$ cat config.mk
export PLATFORM = sky130hd
export DESIGN_NAME = fetch1
export DESIGN_NICKNAME = d
export VERILOG_FILES = /design/src/rtl/fetch1.sv
export SDC_FILE = /design/constraint.sdc
export NUM_CORES = 1
export LEC_CHECK = 0
export ABC_AREA = 1
export BUFFER_PORTS_ARGS = -buffer_cell sky130_fd_sc_hd__buf_2
export CORE_MARGIN = 3
export CORE_UTILIZATION = 54
export CTS_CLUSTER_SIZE = 40
export DETAILED_ROUTE_END_ITERATION = 8
export MAX_ROUTING_LAYER = met4
export PLACE_DENSITY = 0.85
export SETUP_SLACK_MARGIN = 0.5
export SYNTH_ARGS = -nofsm -noshare
export SYNTH_HDL_FRONTEND = slang
export SYNTH_SLANG_ARGS = --single-unit
$ cat constraint.sdc
create_clock -name clock_i -period 3.06 [get_ports clock_i]
set_input_delay 0.306 -clock clock_i [delete_from_list [all_inputs] [get_ports clock_i]]
set_output_delay 0.306 -clock clock_i [all_outputs]
set_load 0.05 [all_outputs]
$ cat src/rtl/fetch1.sv
// Front-end PC generator: issues a word-aligned slot-0/slot-1 fetch address pair
// each cycle and registers the side-band that travels with it to fetch2.
module fetch1 #(
  parameter logic [31:0] RESET_PC = 32'h0000_0000
) (
  input  logic        clock_i,
  input  logic        reset_n_i,
  input  logic        stall_i,
  input  logic        redirect_i,
  input  logic [31:0] redirect_pc_i,
  input  logic        pred_taken_0_i,
  input  logic        pred_taken_1_i,
  input  logic [31:0] pred_target_i,
  output logic [31:0] iaddr0_o,
  output logic [31:0] iaddr1_o,
  output logic        fetch_valid_o,
  output logic [31:0] pc0_o,
  output logic [31:0] pc1_o,
  output logic        pred_0_o,
  output logic        pred_1_o,
  output logic        zero_1_o
);

  localparam logic [31:0] RESET_PC_ALIGNED = {RESET_PC[31:2], 2'b00};

  logic [31:0] pc_r;
  logic [31:0] pc_plus4_s;
  logic [31:0] next_pc_s;
  logic        pred_0_eff_s;
  logic        pred_1_eff_s;
  logic        update_s;
  logic        fetch_valid_r;
  logic [31:0] pc0_r;
  logic [31:0] pc1_r;
  logic        pred_0_r;
  logic        pred_1_r;
  logic        zero_1_r;

  assign pc_plus4_s = pc_r + 32'd4;
  assign update_s   = ~stall_i | redirect_i;

  // Predictor bits only count on a normal advancing cycle.
  assign pred_0_eff_s = pred_taken_0_i & ~stall_i & ~redirect_i;
  assign pred_1_eff_s = pred_taken_1_i & ~stall_i & ~redirect_i;

  // Next-PC selection: redirect, stall hold, predicted target, sequential.
  always_comb begin
    next_pc_s = pc_r;
    if (redirect_i) begin
      next_pc_s = {redirect_pc_i[31:2], 2'b00};
    end else if (stall_i) begin
      next_pc_s = pc_r;
    end else if (pred_0_eff_s || pred_1_eff_s) begin
      next_pc_s = {pred_target_i[31:2], 2'b00};
    end else begin
      next_pc_s = pc_r + 32'd8;
    end
  end

  // PC register.
  always_ff @(posedge clock_i or negedge reset_n_i) begin
    if (!reset_n_i) begin
      pc_r <= RESET_PC_ALIGNED;
    end else begin
      pc_r <= next_pc_s;
    end
  end

  // Side-band for the pair whose data arrives at fetch2 next cycle.
  always_ff @(posedge clock_i or negedge reset_n_i) begin
    if (!reset_n_i) begin
      pc0_r    <= 32'h0000_0000;
      pc1_r    <= 32'h0000_0000;
      pred_0_r <= 1'b0;
      pred_1_r <= 1'b0;
      zero_1_r <= 1'b0;
    end else if (update_s) begin
      pc0_r    <= pc_r;
      pc1_r    <= pc_plus4_s;
      pred_0_r <= pred_0_eff_s;
      zero_1_r <= pred_0_eff_s;
      pred_1_r <= pred_1_eff_s & ~pred_0_eff_s;
    end
  end

  // Valid flag: a redirect kills the wrong-path pair in flight.
  always_ff @(posedge clock_i or negedge reset_n_i) begin
    if (!reset_n_i) begin
      fetch_valid_r <= 1'b0;
    end else if (redirect_i) begin
      fetch_valid_r <= 1'b0;
    end else if (!stall_i) begin
      fetch_valid_r <= 1'b1;
    end
  end

  assign iaddr0_o      = pc_r;
  assign iaddr1_o      = pc_plus4_s;
  assign fetch_valid_o = fetch_valid_r;
  assign pc0_o         = pc0_r;
  assign pc1_o         = pc1_r;
  assign pred_0_o      = pred_0_r;
  assign pred_1_o      = pred_1_r;
  assign zero_1_o      = zero_1_r;

endmodule

---- After elaboration in Yosys (flattened, before gate mapping) ----
Index checks and enable logic that the tools add are counted.
storage, ports and cells
  bits in registers ....................... 99
  word-level logic and storage cells ...... 24
  input bits .............................. 70
  output and inout port bits .............. 132
cells by class
  eq/ne operators ......................... 1
  bitwise operators ....................... 9
  muxes and demuxes ....................... 5
  reductions and logical operators ........ 1
  add/subtract/negate cells ............... 2
operators with widths
  operator                 count
  $mux W32                 3
  $add A32 B3 Y32 const B  1
  $add A32 B4 Y32 const B  1
  $and A1 B1 Y1            5
  $not A1 Y1               3
  $mux W1                  2
  $ne A2 B1 Y1 const B     1
  $logic_or A1 B1 Y1       1
  $or A1 B1 Y1             1

---- Longest topological paths before layout ----
Gate-level depths: netlist of the first run.
  word-level depth ........................ 7
  gate-level depth with buffers ........... 10

---- Least setup slack after synthesis of the first run ----
Ideal clock, no wire load.
  kind .................................... register to output
  start point ............................. register pc_r[4], in the netlist iaddr0_o[4]
  end point ............................... output port iaddr1_o[7]
  slack ................................... 0.166 ns
  required time ........................... 2.754 ns
  arrival ................................. 2.588 ns
  stages on the path, launching flop included .. 5
  cells stage by stage .................... dfrtp_1 ha_1 nand3_1 xor2_1 o21ai_0
between the ends
  cells in the longest elaborated chain, start to end .. 1
RTL lines
  item                      line  RTL
  start: declaration        26    logic [31:0] pc_r;
  start signal: assignment  65    pc_r <= next_pc_s;
  $add A32 B3 Y32           39    assign pc_plus4_s = pc_r + 32'd4;
  end: declaration          15    output logic [31:0] iaddr1_o,
Every way passes these cells.

---- Worst setup path in the final report of the first run ----
  start point ............................. register pc_r[3], in the netlist iaddr0_o[3]
  end point ............................... output port iaddr1_o[27]
Same word-level chain as after synthesis.

==> results of run 1 <==
==> Yosys cell counts, drive strengths merged <==
cell	n
a32o	1
clkbuf	20
nor2	101
or2	1
xor2	17
xnor2	1
o21ai	60
nand2	333
o221ai	1
a21oi	2
buf	18
and2	5
nand4	3
o21bai	1
inv	59
conb	1
o311ai	1
dfrtp	93
nand3	63
ha	2
o211ai	5
==> path summary, 6_finish.rpt <==
kind	slack [ps]	cells past startpoint	endpoint
setup / recovery	550	9	iaddr1_o[27]
hold / removal	140	3	iaddr0_o[12]
min in group asynchronous	490	3	pred_1_o
max in group asynchronous	2160	3	iaddr0_o[21]
setup reg to reg	940	10	iaddr0_o[29]
hold reg to reg	480	2	pc1_o[18]
==> kinds of logic (layout without fill, tap and decap cells) <==
family / count (synthesis) / after routing
flops: 93 / 93
fa+ha+maj: 2 / 2
other cells: 1 / 9
buf+inv: 97 / 277
simple gates: 506 / 506
compound gates: 71 / 71
xor+xnor: 18 / 18
==> power breakdown <==
part / switching (W) / internal [W]
Sequential: 0.000156 / 0.00138
Combinational: 0.00122 / 0.000342
Clock: 0.000492 / 0.000314
Total: 0.00186 / 0.00204
==> registers in the layout, indices dropped and copies added, names as in the netlist <==
name and count:
iaddr0_o 30, pred_0_o 1, pc0_o 30, pred_1_o 1, pc1_o 30, fetch_valid_o 1
==> what timing repair did <==
item,in CTS,in global routing
setup endpoints to repair,18,20
gates resized for setup,12,26
hold buffers,1,0
setup buffers,0,6
endpoints found under the hold margin,34,0
==> worst max-delay path: cells and delay by family, from the launching register on <==
kind,cells,cell delay (ps)
simple gates,6,820
buf+inv,2,270
flops,1,460
fa+ha+maj,1,280
==> metrics by stage <==
step,setup slack [ps],util [%],hold slack [ps]
after global placement,708,68.3,386
after detailed placement,688,68.3,388
after CTS,484,70.6,146
after global routing,472,71.9,150
final,550,71.9,139
after floorplan,562,-,10.4
==> routing by layer <==
layer,vias up,global-route usage (%)
li1,2796,-
met2,311,51.0
met4,0,9.25
met1,2708,42.9
met3,34,4.84
met5,-,-
==> area by class of cell <==
| class | instances | area share, % |
|---|---|---|
| Multi-Input combinational cell | 605 | 41.0 |
| Sequential cell | 93 | 34.5 |
| Timing Repair Buffer | 202 | 16.1 |
| Inverter | 59 | 3.26 |
| Tap cell | 129 | 2.37 |
| Clock buffer | 9 | 1.82 |
| Clock inverter | 7 | 0.957 |
| Antenna cell | 1 | 0.0368 |
==> flow_summary.json, run 1 <==
{
  "power_w": 0.00390,
  "track_usage_pct": 32.0,
  "max_slew.worst_pin.slew_ps": 923,
  "avgRoutedWirePerCell_um": 15.7,
  "finalSetupTns_ps": 0,
  "avgSynthCellArea_um2": 6.81,
  "multi_input_area_mm2": 0.00279,
  "nNetsFinal": 1042,
  "syn_inst": 788,
  "firstDrtPassIters": 5,
  "cp_cell_sequence": "ha_2, inv_1, nor2_2, nand2_2, nor2_4, nand2_1, nand2_1, and2_1, buf_4",
  "dieHeight_um": 106,
  "drtAntennaViolNets": 0,
  "synth-simple-area-share_pct": 38.3,
  "drive_above_1_share_pct": 27.8,
  "r2r_start": "iaddr0_o[3]",
  "syn_to_final_growth_pct": 26.6,
  "synth_fa_ha_area_share_pct": 0.466,
  "finalClockSkew_ps": 15.3,
  "clk-insertion-delay-late_ps": 380,
  "post-route-period-util_pct": 82.0,
  "dpl-instance-area_mm2": 0.00646,
  "ios": 202,
  "finalNonFillerCells": 1105,
  "timing.hold.worst.class": "in2reg",
  "dieWidth_um": 106,
  "fin_crit_ps": 2510,
  "clock.fmax_mhz": 398,
  "hold_viol": 0,
  "worstPathMaxFanout": 6,
  "wl_met1_um": 7270,
  "top_layer": "met4",
  "path_common_cell": "nand2_1",
  "drv_cap": 0,
  "coreArea_mm2": 0.00946,
  "seq_area_mm2": 0.00234,
  "wl_met2_um": 8210,
  "status": "complete, no violations",
  "grt_overflow": 0,
  "vias": 5849,
  "crit_arrival_ps": 2200,
  "grt_setup_unrepaired": "yes",
  "start_util_pct": 56.7,
  "grt_pass1_wl_um": 27600,
  "dp_hpwl_um": 12900,
  "layout_common_cells": "nand2_1, buf_2, dfrtp_1",
  "yosysWarnings": 0,
  "synthesis.area_mm2": 0.00537,
  "drtIter0Drc": 584,
  "dieArea_mm2": 0.0112,
  "p_leak_nw": 3.57,
  "end_kind": "output port",
  "synth-xor-area-share_pct": 2.94,
  "vdd_ir_drop_max_mv": 0.296,
  "mostFrequentLayoutCell": "nand2_1",
  "muxShareOfSynthArea_pct": 0,
  "grt_pass1_vias": 5436,
  "fin_area_mm2": 0.00680,
  "clock_sinks": 93,
  "synth_top_family_by_area": "simple AND/OR/NAND/NOR gates",
  "setup-violations-final": 0,
  "drv_slew": 0,
  "root_buffer": "clkbuf_8",
  "port_buffers": 189,
  "ys_seq_area_share_pct": 43.4,
  "routed-wl-met3_um": 1500,
  "path_clk_slew_ps": 100,
  "htreeDepth": 3,
  "ys_types": 29,
  "cts_made_buffers": 9,
  "yosys.area.top_type_share_pct": 43.4,
  "drt-total-wl_um": 17400,
  "start_kind": "register",
  "crit_path_max_incr_delay_ps": 460,
  "cts_buffer_depth": 2,
  "antenna_found_initial": 1,
  "path_class": "reg2out",
  "dp_cells": 1081,
  "worstPathRequired_ps": 2750,
  "crit_start": "iaddr0_o[3]",
  "worstHoldStart": "redirect_pc_i[12]",
  "netlist_top_cells_area": "dfrtp_1, nand2_1, nor2_1",
  "synth.largest_area_cell": "dfrtp_1",
  "synth_compound_area_share_pct": 7.20,
  "route.detailed.drc": 0,
  "rows": 35,
  "cts_tree": "built",
  "grt_max_degree": 101,
  "synth-seq-cells": 93,
  "cp_slowest_cell": "dfrtp_2",
  "globalplace.congestion": 0.934,
  "fillCellCount": 830,
  "relSlewSlack_pct": 38.5,
  "viasPerCell": 5.29,
  "power_density_mw_per_mm2": 574
}
Power figures use the tool's default switching activity.
==> run 2, diff against run 1 <==
- CORE_UTILIZATION: 54 -> 45
- PLACE_DENSITY: 0.85 -> 0.75
- clock period: 3.06 -> 2.2 ns (I/O delays scaled with it)
==> flow_summary.json, run 2 (synthesis results as in run 1) <==
{
  "end_kind": "output port",
  "r2r_start": "iaddr0_o[3]",
  "syn_to_final_growth_pct": 65.3,
  "vdd_ir_drop_max_mv": 0.392,
  "ios": 202,
  "hold_depth": 3,
  "clk-insertion-delay-late_ps": 350,
  "port_buffers": 189,
  "max_slew.worst_pin.slew_ps": 733,
  "dieArea_mm2": 0.0133,
  "fillCellCount": 755,
  "post-route-period-util_pct": 100,
  "timing.rr.end": "iaddr0_o[19]",
  "globalplace.congestion": 0.972,
  "drt-total-wl_um": 22200,
  "antenna_found_initial": 0,
  "start_util_pct": 46.6,
  "worstHoldStart": "redirect_pc_i[3]",
  "vias": 6635,
  "drive_above_1_share_pct": 46.9,
  "root_buffer": "clkbuf_16",
  "rows": 39,
  "post-place-ws_ps": 187,
  "antenna_cells": 0,
  "drtIter0Drc": 822,
  "reg2reg_slack_ps": 260,
  "start_kind": "register",
  "drtAntennaViolNets": 0,
  "grt_max_degree": 72,
  "nNetsFinal": 1121,
  "clock.fmax_mhz": 453,
  "dieHeight_um": 115,
  "setup-violations-final": 1,
  "crit_arrival_ps": 1990,
  "grt_overflow": 0,
  "fin_ws_ps": -7.59,
  "hold_viol": 0,
  "worst_r2r_path_depth": 12,
  "worstPathMaxFanout": 3,
  "drv_cap": 0,
  "mostFrequentLayoutCell": "nand2_1",
  "path_common_cell": "nand3_4",
  "path_clk_slew_ps": 70,
  "avgRoutedWirePerCell_um": 18.6,
  "htreeDepth": 3,
  "relSlewSlack_pct": 50.9,
  "crit_path_max_incr_delay_ps": 470,
  "dpl-instance-area_mm2": 0.00704,
  "fin_crit_ps": 2210,
  "dieWidth_um": 115,
  "cts_tree": "built",
  "cp_slowest_cell": "dfrtp_4",
  "drv_slew": 0,
  "route.detailed.drc": 0,
  "min_to": "iaddr0_o[3]",
  "finalClockSkew_ps": 7.56,
  "power_density_mw_per_mm2": 728,
  "worstPathRequired_ps": 1980,
  "cp_cell_sequence": "ha_4, nand3_4, nor2_4, nand3_4, nor2_2, nand2_1, and2_4, buf_8",
  "fin_area_mm2": 0.00887,
  "status": "finished with violations",
  "cts_buffer_depth": 2,
  "path_class": "reg2out",
  "dp_hpwl_um": 13800,
  "grt_pass1_wl_um": 29700,
  "track_usage_pct": 29.6,
  "timing.hold.worst.class": "in2reg",
  "firstDrtPassIters": 6,
  "violations": "setup timing",
  "layout_common_cells": "nand2_1, buf_2, dfrtp_1",
  "coreArea_mm2": 0.0115,
  "p_leak_nw": 4.39,
  "viasPerCell": 5.54,
  "grt_pass1_vias": 5732,
  "cts_made_buffers": 9,
  "grt_setup_unrepaired": "yes",
  "clock_sinks": 93
}
-- run 2: cell types whose count changed in the layout (fill, tap and decap cells not counted), moves of 21 or more --
cell	previous run	this run
buf_6	0	50
nor2_4	8	32
buf_2	180	159
nand2_4	0	21
nand2_1	329	268
nand2_2	4	42
buf_4	16	50
nor2_1	79	56
nand3_1	61	39
-- run 2: routing by layer --
layer  track usage [%]  up-vias  part of all wire (%)
met5                 -        -                     0
met4              8.84        0                   4.5
met3              4.53      106                   9.7
met2              47.8      480                    47
met1              38.8     3091                    39
li1                  -     2958                     -
-- run 2: area by class of cell --
| type | count | area, um2 | area share [%] |
|---|---|---|---|
| sequential | 93 | 2380 | 26.8 |
| tap | 143 | 179 | 2.02 |
| inverter | 59 | 246 | 2.78 |
| clock inverter | 4 | 48.8 | 0.550 |
| timing repair buffer | 281 | 2090 | 23.6 |
| multi-input combinational | 605 | 3680 | 41.5 |
| clock buffer | 12 | 246 | 2.78 |
-- run 2: power by group --
part	internal (W)	leakage, nW	switching (W)	total (W)
logic	0.000771	3.14	0.00193	0.00271
clock network	0.000912	0.147	0.000690	0.00160
registers	0.00194	1.11	0.000209	0.00215
total	0.00362	4.39	0.00283	0.00646
-- run 2: through the flow --
stage | hold slack (ps) | std cells | utilization [%] | setup TNS, ps | total power [W]
CTS | 81.2 | 1174 | 71.4 | 0 | 0.00625
global placement | 85.6 | 1104 | 61.1 | 0 | 0.00440
detailed placement | 84.8 | 1104 | 61.1 | 0 | 0.00442
finish | 80.5 | 1197 | 77.1 | -7.59 | 0.00646
global route | 77.8 | 1197 | 77.1 | -214 | 0.00668
floorplan | -75.6 | 795 | - | 0 | 0.00383
-- run 2: worst max path at each step --
stage | end | from | cells past startpoint | slack [ps]
2_1_floorplan | iaddr1_o[16] | iaddr0_o[2] | 5 | 320
3_3_place_gp | iaddr1_o[30] | iaddr0_o[3] | 9 | 190
3_5_place_dp | iaddr1_o[30] | iaddr0_o[3] | 9 | 190
4_1_cts | iaddr1_o[31] | iaddr0_o[3] | 9 | 60
5_1_grt | iaddr1_o[27] | iaddr0_o[3] | 9 | -50
6_report | iaddr1_o[24] | iaddr0_o[3] | 8 | -8
-- run 2: timing repair --
action / CTS / global route
pin swaps: 29 / 56
hold buffers: 1 / 0
resized for setup: 122 / 130
buffers inserted: 53 / 23
endpoints found under the setup margin: 35 / 50
endpoints found under the hold margin: 12 / 0
gates cloned: 0 / 0
-- run 2: critical path: cells and delay by family (launching register included) --
kind / cells / cell delay (ps)
adder cells (fa/ha/maj): 1 / 160
AND/OR/NAND/NOR: 6 / 850
buffers and inverters: 1 / 140
flip-flops: 1 / 470
